==> src/rtl/mod_arith_pkg.sv <==
// mod_arith_pkg: op codes and arbiter state encodings shared by the modular-arithmetic blocks.
package mod_arith_pkg;

   typedef enum logic [2:0] {
      X_MUL_Y = 3'd0,
      X_MUL_X = 3'd1,
      X_SQR   = 3'd2,
      X_SUB_Y = 3'd3,
      X_ADD_Y = 3'd4,
      X_INV   = 3'd5,
      X_LDX   = 3'd6,
      X_RTB   = 3'd7
   } arith_op_e;

   typedef enum logic {
      ARB_IDLE = 1'b0,
      ARB_RUN  = 1'b1
   } arb_state_e;

   localparam int ARITH_OPW = 3;

endpackage

==> src/rtl/mod_arith_rr_pick.sv <==
// mod_arith_rr_pick: first eligible index at or after the pointer, wrapping modulo NREQ.
module mod_arith_rr_pick #(
   parameter int NREQ = 2,
   parameter int IDXW = 1
) (
   input  logic [NREQ-1:0] elig_i,
   input  logic [IDXW-1:0] ptr_i,
   output logic [IDXW-1:0] idx_o,
   output logic            any_o
);

   // scan from the farthest offset down so the nearest eligible index is written last
   always_comb begin
      idx_o = '0;
      for (int k = NREQ - 1; k >= 0; k--)
         if (elig_i[(int'(ptr_i) + k) % NREQ]) idx_o = IDXW'((int'(ptr_i) + k) % NREQ);
   end

   assign any_o = |elig_i;

endmodule

==> src/rtl/mod_arith_arb.sv <==
// mod_arith_arb: round-robin sharing of one modular-arithmetic unit between NREQ requesters.
// MOD_ARITH_ARB_LOCK_EN adds a requester lock that keeps accumulator chains on one owner.
module mod_arith_arb
   import mod_arith_pkg::*;
#(
   parameter int NREQ = 2,
   parameter int IDXW = 1
) (
   input  logic                      clk,
   input  logic                      rst,
   input  logic                      clear,
   input  logic [NREQ-1:0]           req_valid,
   input  logic [ARITH_OPW*NREQ-1:0] req_op,
   input  logic [NREQ-1:0]           req_opt_mod,
   input  logic [NREQ-1:0]           req_opt_accx,
   input  logic [NREQ-1:0]           req_opt_accy,
   input  logic [NREQ-1:0]           req_lock,
   output logic [NREQ-1:0]           req_grant,
   output logic [NREQ-1:0]           req_done,
   output logic [NREQ-1:0]           req_abort,
   output logic [ARITH_OPW-1:0]      arith_op,
   output logic                      arith_en,
   output logic                      arith_opt_mod,
   output logic                      arith_opt_accx,
   output logic                      arith_opt_accy,
   output logic                      arith_clear,
   input  logic                      arith_ready,
   output logic                      busy,
   output logic [IDXW-1:0]           owner
);

   arb_state_e      state_q, state_d;
   logic [IDXW-1:0] rr_q, rr_d, owner_q, owner_d, win;
   logic [NREQ-1:0] elig;
   logic            any, issue, fin, kill;

`ifdef MOD_ARITH_ARB_LOCK_EN
   logic            lock_q, lock_d;
   logic [IDXW-1:0] lock_idx_q, lock_idx_d;
   assign elig = lock_q ? req_valid & (NREQ'(1) << lock_idx_q) : req_valid;
`else
   logic unused_lock;
   assign unused_lock = ^req_lock;
   assign elig = req_valid;
`endif

   mod_arith_rr_pick #(.NREQ(NREQ), .IDXW(IDXW)) u_pick (
      .elig_i(elig),
      .ptr_i (rr_q),
      .idx_o (win),
      .any_o (any)
   );

   // clear outranks both issue and completion
   assign issue = !rst && !clear && arith_ready && any && state_q == ARB_IDLE;
   assign fin   = !rst && !clear && arith_ready && state_q == ARB_RUN;
   assign kill  = !rst && clear && state_q == ARB_RUN;

   assign arith_en       = issue;
   assign arith_op       = issue ? req_op[ARITH_OPW*int'(win) +: ARITH_OPW] : '0;
   assign arith_opt_mod  = issue && req_opt_mod[win];
   assign arith_opt_accx = issue && req_opt_accx[win];
   assign arith_opt_accy = issue && req_opt_accy[win];
   assign arith_clear    = !rst && clear;
   assign req_grant      = issue ? NREQ'(1) << win : '0;
   assign req_done       = fin ? NREQ'(1) << owner_q : '0;
   assign req_abort      = kill ? NREQ'(1) << owner_q : '0;
   assign busy           = state_q == ARB_RUN;
   assign owner          = owner_q;

   always_comb begin
      state_d = state_q;
      rr_d    = rr_q;
      owner_d = owner_q;
      if (issue) begin
         state_d = ARB_RUN;
         owner_d = win;
         rr_d    = win == IDXW'(NREQ - 1) ? '0 : win + 1'b1;
      end else if (fin || kill) begin
         state_d = ARB_IDLE;
      end
   end

`ifdef MOD_ARITH_ARB_LOCK_EN
   // while locked only lock_idx can win, so any grant re-evaluates the lock from that requester
   assign lock_d     = clear ? 1'b0 : issue ? req_lock[win] : lock_q;
   assign lock_idx_d = issue ? win : lock_idx_q;

   always_ff @(posedge clk) begin
      if (rst) begin
         lock_q     <= 1'b0;
         lock_idx_q <= '0;
      end else begin
         lock_q     <= lock_d;
         lock_idx_q <= lock_idx_d;
      end
   end
`endif

   always_ff @(posedge clk) begin
      if (rst) begin
         state_q <= ARB_IDLE;
         rr_q    <= '0;
         owner_q <= '0;
      end else begin
         state_q <= state_d;
         rr_q    <= rr_d;
         owner_q <= owner_d;
      end
   end

endmodule

==> config.mk <==
export PLATFORM = sky130hd
export DESIGN_NAME = mod_arith_arb
export DESIGN_NICKNAME = d
export VERILOG_FILES = /design/src/rtl/mod_arith_pkg.sv /design/src/rtl/mod_arith_rr_pick.sv /design/src/rtl/mod_arith_arb.sv
export SDC_FILE = /design/constraint.sdc
export NUM_CORES = 1
export LEC_CHECK = 0
export ABC_CLOCK_PERIOD_IN_PS = 1510
export BUFFER_PORTS_ARGS = -buffer_cell sky130_fd_sc_hd__buf_4
export CORE_AREA = 4 4 41 43
export CTS_CLUSTER_DIAMETER = 60
export DETAILED_ROUTE_END_ITERATION = 7
export DIE_AREA = 0 0 45 47
export PLACE_DENSITY = 0.63
export SLEW_MARGIN = 0
export SYNTH_ARGS = -nofsm -noshare
export SYNTH_HDL_FRONTEND = slang
export SYNTH_HIERARCHICAL = 1
export SYNTH_SLANG_ARGS = --single-unit
==> constraint.sdc <==
create_clock -name clk -period 1.51 [get_ports clk]
set_clock_uncertainty 0.1 [all_clocks]
set_input_delay 0.0755 -clock clk [delete_from_list [all_inputs] [get_ports clk]]
set_output_delay 0.0755 -clock clk [all_outputs]
set_load 0.05 [all_outputs]
==> out/results.ini <==
[critical_path]
slowest_delay_ns=0.44
slowest_stage=or3_4
worstSetupEndpointType=output pin
critical_path_arrival_ns=1.45
path_cells=nand3b_4 > or3_4 > nor2_4 > buf_8
worst-path-buf-inv=1
required_ns=1.33
crit_fanout=6
cp_top_family=simple AND/OR/NAND/NOR gates
crit_type=register to output pin
startpoint_type=register

[floorplanning]
core-area_mm2=0.001301
die_y_um=47
die_w_um=45
die-area_mm2=0.002115
start_util_pct=24.23
rows=13
ioPinCount=36

[routing]
finalWirelength_um=1168
wl_per_cell_um=11.80
drt-initial-drc-count=0
drt-pass1-iter-count=1
viasPerCell=4.515
vias=447
remaining_drc_errors=0
antenna_left=0

[sta]
fin_tns_setup_ns=-0.8528
layout_setup_ws_ns=-0.1168
finalMaxSlewViolations=0
period_minus_slack_ns=1.627
tightest_slew_ns=0.1948
max_freq_mhz=614.7
hold_viol=0
finalCritPeriodShare_pct=107.7
slew_headroom_pct=87.01
setup_violations=9
rsz0062_at_grt=yes
fin_hold_ws_ns=0.04280

[logic_synthesis]
synth_nets=61
synth.distinct_cells=20
ys_ff_latch=3
synth_area_um2=315.3
ys_warn_count=6
yosysSeqAreaShare_pct=19.05
syn_avg_cell_area_um2=7.690
synthCells=41

[placed_design]
routabilityCongestion=0.6601
port_buffers=33
place_inst=90
dp_hpwl_um=802.1

[pwr]
leakagePower_nw=0.3670
power_density_mw_per_mm2=515.4
p_total_mw=0.4559
worst_ir_drop_vdd_v=0.0003185

[flow_run]
maxCapViolations=0

[global_routing]
grt_pass1_wl_um=2021
grt_max_degree=9
overflow=0
antenna_found_initial=0
grt_pass1_vias=479
grt_usage_pct=13.60

[clock_tree]
numClockSinks=3
cts.htree.levels=1
cts_buffer_depth=2
cts-buffers-inserted=3
path_clk_slew_ns=0.04
root_buffer=clkbuf_4
clock_latency_ns=0.23
cts_hold_repair.buffers=0
cts_tree=yes

[run_status]
violations=negative setup slack
status=finished, violations left

[min_path]
hold_class=input port to register

[layout]
diodes=0
final_cells=99
drive_above_1_share_pct=83.33
nFillCells=101
area_delta_synth_final_pct=180.6
utilization_pct=67.98
final_nets=105

==> per-stage QoR <==
stage                     instance area (µm²)  setup WS, ns
after floorplan                         400.4     -0.007839
after global placement                  664.4       0.07045
after detailed placement                664.4       0.05831
after CTS                               858.3       -0.1749
after global routing                    884.6       -0.1756
final                                   884.6       -0.1168
==> cell usage after synthesis <==
cell      count  area [µm²]
o21ai_0       1       5.000
o21ai_2       1       8.760
nor3b_1       1       7.510
mux2i_1       6       60.06
buf_6         1       11.26
or3_4         1       11.26
and3_2        1       7.510
buf_1         1       3.750
a21boi_1      1       7.510
nand3b_4      1       20.02
or2b_1        1       7.510
o211ai_1      2       15.01
nand2_1       2       7.510
nor2b_1       1       6.260
dfxtp_1       3       60.06
nor2_1       10       37.54
or2_1         1       6.260
inv_1         4       15.01
a21boi_0      1       7.510
and3b_2       1       10.01
==> worst register-to-register path: cells and delay by family (launching register included) <==
kind	cells	cell delay, ns
buf+inv	1	0.16
simple gates	2	0.55
compound gates	1	0.12
flops	1	0.33
==> placed cells by master (no fill, tap or decap) <==
master      netlist  routed
mux2i_4           0       6
a21boi_0          1       1
buf_8             0       6
dfxtp_4           0       1
a21boi_2          0       1
dfxtp_1           3       1
nor2_1           10       1
o21ai_0           1       1
buf_12            0       1
o21ai_2           1       1
buf_6             1       4
inv_1             4       2
clkbuf_1          0       1
buf_4             0      29
nand3b_4          1       1
clkinvlp_4        0       1
nand2_1           2       2
or2b_1            1       1
nor2_2            0       1
and3b_2           1       1
inv_2             0       1
dfxtp_2           0       1
or2_1             1       1
or3_4             1       2
nor2_4            0       8
nor2b_1           1       1
and3_2            1       1
nor3b_2           0       1
clkbuf_4          0       3
o211ai_1          2       2
==> power by group <==
| part | switching, mW | total (mW) | internal (mW) |
|---|---|---|---|
| registers | 0.00297 | 0.0856 | 0.0827 |
| clock network | 0.0464 | 0.146 | 0.0993 |
| logic | 0.111 | 0.225 | 0.113 |
==> layer usage <==
| metal | up-vias | GRT usage [%] | wire [µm] |
|---|---|---|---|
| met5 | - | 0 | 0 |
| met3 | 0 | 6.130 | 190 |
| met2 | 31 | 21.47 | 562 |
| li1 | 224 | - | - |
| met4 | 0 | 7.018 | 0 |
| met1 | 192 | 15.49 | 415 |
==> registers in the layout, summed over array words and instances (netlist names) <==
| signal | count |
|---|---|
| busy | 1 |
| owner | 1 |
| rr_q | 1 |
==> area by class of cell <==
class	count	area [µm²]	share of cell area [%]
inverter	4	18.77	2.122
multi-input combinational	33	382.9	43.28
clock buffer	4	26.28	2.970
sequential	3	65.06	7.355
tap	15	18.77	2.122
timing repair buffer	40	372.9	42.15
==> cell families (layout without fill, tap and decap cells) <==
| kind of cell | count (synthesis) | after routing | share of synthesized area (%) |
|---|---|---|---|
| flops | 3 | 3 | 19.05 |
| simple gates | 20 | 21 | 38.50 |
| mux | 6 | 6 | 19.05 |
| compound gates | 6 | 6 | 13.89 |
| buf+inv | 6 | 48 | 9.521 |
==> final timing paths <==
check	startpoint	end	slack, ns	cells after the start
max	busy	req_grant[1]	-0.12	4
min	clear	owner	0.04	3
max reg2reg	busy	owner	0.18	4
min reg2reg	rr_q	rr_q	0.41	2
==> timing repair <==
action | in CTS | in global routing
setup buffers | 3 | 1
pin swaps | 1 | 7
endpoints found under the setup margin | 9 | 9
gates resized for setup | 27 | 5
gates cloned | 1 | 0
Power figures use the tool's default switching activity.
